[config.mk]
export PLATFORM = sky130hd
export DESIGN_NAME = tmds_encoder_dvi
export DESIGN_NICKNAME = d
export VERILOG_FILES = /design/src/rtl/tmds_pkg.sv /design/src/rtl/tmds_encoder_dvi.sv
export SDC_FILE = /design/constraint.sdc
export NUM_CORES = 1
export LEC_CHECK = 0
export BUFFER_PORTS_ARGS = -buffer_cell sky130_fd_sc_hd__buf_2
export CAP_MARGIN = 5
export CORE_MARGIN = 2
export CORE_UTILIZATION = 50
export CTS_BUF_LIST = sky130_fd_sc_hd__clkbuf_2
export CTS_CLUSTER_SIZE = 14
export DETAILED_ROUTE_END_ITERATION = 12
export GPL_TIMING_DRIVEN = 0
export HOLD_SLACK_MARGIN = 0.06
export PLACE_DENSITY = 0.69
export REMOVE_ABC_BUFFERS = 1
export SLEW_MARGIN = 25
export SYNTH_ARGS = -nofsm -noshare
export SYNTH_HDL_FRONTEND = slang
export SYNTH_SLANG_ARGS = --single-unit
[constraint.sdc]
create_clock -name clk_pix -period 10.6 [get_ports clk_pix]
set_input_delay 0 -clock clk_pix [delete_from_list [all_inputs] [get_ports clk_pix]]
set_output_delay 0 -clock clk_pix [all_outputs]
set_load 0.02 [all_outputs]
[src/rtl/tmds_pkg.sv]
// Shared TMDS definitions: symbol width, control tokens and the byte popcount
// used by both the encoder and its reference model.
package tmds_pkg;

    localparam int TMDS_W = 10;

    typedef logic [TMDS_W-1:0] tmds_sym_t;

    // Control-period tokens, indexed by {ctrl[1], ctrl[0]}; bit 0 goes out first.
    localparam tmds_sym_t CTRL_TOKEN_00 = 10'b1101010100;
    localparam tmds_sym_t CTRL_TOKEN_01 = 10'b0010101011;
    localparam tmds_sym_t CTRL_TOKEN_10 = 10'b0101010100;
    localparam tmds_sym_t CTRL_TOKEN_11 = 10'b1010101011;

    // Number of set bits in a byte (0..8).
    function automatic logic [3:0] popcount8(input logic [7:0] v);
        logic [3:0] n;
        n = 4'd0;
        for (int i = 0; i < 8; i++) begin
            n = n + {3'b000, v[i]};
        end
        return n;
    endfunction

endpackage

[src/rtl/tmds_encoder_dvi.sv]
// One DVI TMDS channel encoder. Stage 1 chooses the XOR/XNOR chain that
// minimises transitions; stage 2 applies DC balancing against the running
// disparity cnt, or emits a control token when de is low. Every cycle takes
// one input and produces one symbol; there is no flow control.
module tmds_encoder_dvi
    import tmds_pkg::*;
(
    input  logic       clk_pix,
    input  logic       rst_n,
    input  logic [7:0] data_in,
    input  logic [1:0] ctrl_in,
    input  logic       de,
    output logic [9:0] tmds
);

    // Transition-minimised 9-bit word; bit 8 is 1 when the XOR chain was used.
    function automatic logic [8:0] tm_word(input logic [7:0] d);
        logic [8:0] q;
        logic [3:0] n1;
        logic       use_xnor;
        n1       = popcount8(d);
        use_xnor = (n1 > 4'd4) || ((n1 == 4'd4) && !d[0]);
        q        = '0;
        q[0]     = d[0];
        for (int i = 1; i < 8; i++) begin
            q[i] = use_xnor ? ~(q[i-1] ^ d[i]) : (q[i-1] ^ d[i]);
        end
        q[8] = ~use_xnor;
        return q;
    endfunction

    logic              s1_de;
    logic [1:0]        s1_ctrl;
    logic [8:0]        s1_q_m;
    logic signed [5:0] cnt;

    logic [3:0]        ones;
    logic signed [5:0] ones_s;
    logic signed [5:0] diff_oz;
    logic signed [5:0] diff_zo;
    tmds_sym_t         sym_next;
    logic signed [5:0] cnt_next;

    // Stage 1: register de/ctrl alongside the transition-minimised word.
    always_ff @(posedge clk_pix or negedge rst_n) begin
        if (!rst_n) begin
            s1_de   <= 1'b0;
            s1_ctrl <= 2'b00;
            s1_q_m  <= 9'd0;
        end else begin
            s1_de   <= de;
            s1_ctrl <= ctrl_in;
            s1_q_m  <= tm_word(data_in);
        end
    end

    // Stage 2 combinational: pick the symbol form and the disparity update.
    always_comb begin
        ones     = popcount8(s1_q_m[7:0]);
        ones_s   = signed'({2'b00, ones});
        diff_oz  = (ones_s <<< 1) - 6'sd8;
        diff_zo  = 6'sd8 - (ones_s <<< 1);
        sym_next = CTRL_TOKEN_00;
        cnt_next = 6'sd0;
        if (!s1_de) begin
            unique case (s1_ctrl)
                2'b00:   sym_next = CTRL_TOKEN_00;
                2'b01:   sym_next = CTRL_TOKEN_01;
                2'b10:   sym_next = CTRL_TOKEN_10;
                default: sym_next = CTRL_TOKEN_11;
            endcase
            cnt_next = 6'sd0;
        end else if ((cnt == 6'sd0) || (ones == 4'd4)) begin
            sym_next = {~s1_q_m[8], s1_q_m[8],
                        s1_q_m[8] ? s1_q_m[7:0] : ~s1_q_m[7:0]};
            cnt_next = cnt + (s1_q_m[8] ? diff_oz : diff_zo);
        end else if (((cnt > 6'sd0) && (ones > 4'd4)) ||
                     ((cnt < 6'sd0) && (ones < 4'd4))) begin
            sym_next = {1'b1, s1_q_m[8], ~s1_q_m[7:0]};
            cnt_next = cnt + (s1_q_m[8] ? 6'sd2 : 6'sd0) + diff_zo;
        end else begin
            sym_next = {1'b0, s1_q_m[8], s1_q_m[7:0]};
            cnt_next = cnt - (s1_q_m[8] ? 6'sd0 : 6'sd2) + diff_oz;
        end
    end

    // Stage 2 register: output symbol and running disparity.
    always_ff @(posedge clk_pix or negedge rst_n) begin
        if (!rst_n) begin
            tmds <= CTRL_TOKEN_00;
            cnt  <= 6'sd0;
        end else begin
            tmds <= sym_next;
            cnt  <= cnt_next;
        end
    end

endmodule

==> run_results.csv <==
group,metric,value,unit
drt,drt_iter0_drc,44,
worst_setup_path,worstPathCellList,"inv_1 > fa_1 > fa_1 > fa_1 > inv_1 > ha_1 > inv_1 > fa_1 > xor2_1 > inv_1 > ha_1 > inv_1 > ha_1 > inv_1 > ha_1 > nor2_1 > a21oi_1 > xnor2_1 > a21oi_1 > a32o_1",
worst_setup_path,crit_family,"adder cells",
drt,wl_met2,1.797,mm
clocking,cts_tree,"done",
placement,gp_congestion,0.9044,
drt,drc,0,
worst_setup_path,arrival,5.13,ns
clocking,cts_made_buffers,3,
grt,grt_max_degree,28,
final_layout,nFillCells,389,
worst_setup_path,cp_common_cell,"inv_1",
worst_setup_path,worstSetupEndpointType,"register",
worst_setup_path,cp.required,10.86,ns
grt,grt.total_usage,16.48,%
floorplan,core,4324,µm²
grt,grt_pass1_wl,6.775,mm
floorplan,initial_core_util,51.62,%
timing,finalHoldViolCount,0,
drt,vias_per_cell,4.846,
placement,placed_cell_area,2396,µm²
drt,top_layer_used,"met4",
final_layout,area_growth,14.52,%
synthesis,syn_avg_cell_area,10.01,µm²
final_layout,final_net_count,317,
floorplan,die_w,70.82,µm
clocking,insertion_delay,0.34,ns
outcome,outcome,"finished clean",
timing,rsz0062_at_grt,"no",
min_path,hold_class,"in -> async",
placement,portBuffers,22,
floorplan,placementRows,24,
timing,fin_crit,4.865,ns
timing,finalSetupViolCount,0,
placement,place_hpwl,3.068,mm
worst_setup_path,cpPeakStageDelay,0.55,ns
clocking,ctsLongestPathBuffers,2,
clocking,cts.repair.resized,0,
drt,dr_wl_met3,136,µm
floorplan,die_y,70.82,µm
worst_setup_path,r2r_slack,5.74,ns
drt,num_vias,1512,
final_layout,multi_input_area,1363,µm²
timing,relSlewSlack,48.36,%
synthesis,synth_top_area_share,24.66,%
clocking,clk_transition_reported_paths,0.25,ns
timing,finalCritPeriodShare,45.90,%
drt,wl_met1,1.760,mm
job,drv_cap,0,
drt,wl,3.740,mm
clocking,clock-sinks,27,
drt,dr.pass1.iters,4,
final_layout,final_area,2556,µm²
timing,tns,0,ns
timing,finClkSkew,0.005107,ns
grt,grt_pass1_vias,1560,
synthesis,syn_inst,223,
final_layout,register_area,681.9,µm²
clocking,cts_htree_levels,1,
final_layout,diodes,0,
clocking,cts_setup_buffers,0,
timing,tightest_slew,0.7665,ns
final_layout,drive_above_1_share,13.85,%
synthesis,synth.area.top_cells,"dfrtp_1, ha_1, fa_1",
worst_setup_path,cp_slowest_cell,"fa_1",
drt,drtAntennaViolNets,0,
grt,grt-ovfl-total,0,
worst_setup_path,cp_max_fo,5,
clocking,cts-root-buf,"clkbuf_2",
worst_setup_path,criticalPathCategory,"reg -> reg",
synthesis,netlist_area,2232,µm²
timing,drv_slew,0,
clocking,hold_buffers,14,
synthesis,synth_cell_type_count,34,
synthesis,yosys_warnings,0,
drt,routedWlPerCell,11.99,µm
worst_setup_path,crit_buf_inv,6,
floorplan,die-area,5015,µm²
synthesis,synth_seq_cells,27,
worst_setup_path,cp-start-kind,"register",
floorplan,ioPinCount,23,
synthesis,synth_top_cell_by_area,"dfrtp_1",
synthesis,seq_area_frac_synth,30.55,%
timing,whs,0.1366,ns
timing,max_freq,205.6,MHz
grt,antenna_found_initial,0,
per-stage QoR:
step	utilization (%)	setup slack (ns)	std cells
final	59.11	5.735	312
after global routing	59.11	5.426	312
after CTS	59.11	5.724	312
after detailed placement	55.41	5.756	294
after global placement	55.41	5.772	294
after floorplan	-	6.147	220
path summary, 6_finish.rpt:
check | startpoint | cells past startpoint | endpoint
max | s1_q_m[0]$_DFF_PN0_ | 20 | cnt[5]$_DFF_PN0_
min | rst_n | 2 | tmds[5]$_DFF_PN0_
max reg2reg | s1_q_m[0]$_DFF_PN0_ | 20 | cnt[5]$_DFF_PN0_
min reg2reg | s1_q_m[4]$_DFF_PN0_ | 2 | tmds[4]$_DFF_PN1_
max in group asynchronous | rst_n | 2 | tmds[2]$_DFF_PN1_
min in group clk_pix | data_in[3] | 4 | s1_q_m[3]$_DFF_PN0_
layout make-up:
type / instances / area share, %
Clock inverter: 1 / 0.1958
Sequential cell: 27 / 26.68
Clock buffer: 3 / 0.5874
Inverter: 47 / 6.902
Timing Repair Buffer: 36 / 9.790
Tap cell: 52 / 2.545
Multi-Input combinational cell: 146 / 53.30
logic make-up after synthesis:
family	count (synthesis)	synth area share [%]
and+or+nand+nor	25	5.382
DFF	27	30.55
muxes	4	2.410
xor gates and xnor gates	35	14.35
buffers and inverters	50	8.408
adders and majority gates	43	28.14
AOI/OAI and AO/OA	39	10.76
cells in the mapped netlist:
cell type,n
inv_1,47
ha_1,31
xnor2_1,23
dfrtp_1,22
a21oi_1,20
fa_1,12
xor2_1,11
nand2_1,7
nor2_1,7
dfstp_2,5
o21ai_0,5
a21o_1,4
clkbuf_1,3
nor3_1,3
mux2i_1,2
nand2b_1,2
nand3_1,2
a211oi_1,1
a21boi_0,1
a31oi_1,1
a32o_1,1
and2_1,1
mux2_2,1
mux2i_4,1
nor2b_1,1
o21a_1,1
o21a_4,1
o21ba_2,1
o21bai_1,1
o22ai_1,1
o31ai_1,1
or3_1,1
or4_4,1
xnor3_1,1
per-layer routing:
layer	vias up	GRT usage, %
met1	697	22.86
met5	-	0
met3	4	1.567
li1	783	-
met4	0	3.564
met2	28	28.25
registers in the layout, indices dropped and copies added (netlist names):
register / flops
tmds: 10
s1_q_m: 9
cnt: 5
s1_ctrl: 2
s1_de: 1
cell usage in the layout (no fill, tap or decap), types with 4 or more instances in the layout:
| master | instances |
|---|---|
| inv_1 | 47 |
| ha_1 | 31 |
| xnor2_1 | 23 |
| dfrtp_1 | 22 |
| buf_2 | 22 |
| a21oi_1 | 20 |
| dlygate4sd3_1 | 14 |
| fa_1 | 12 |
| xor2_1 | 11 |
| nand2_1 | 7 |
| nor2_1 | 7 |
| o21ai_0 | 5 |
| dfstp_2 | 5 |
| a21o_1 | 4 |
Power is not shown: default switching activity piles up to over one toggle a cycle in this logic, so the estimate is an artifact.
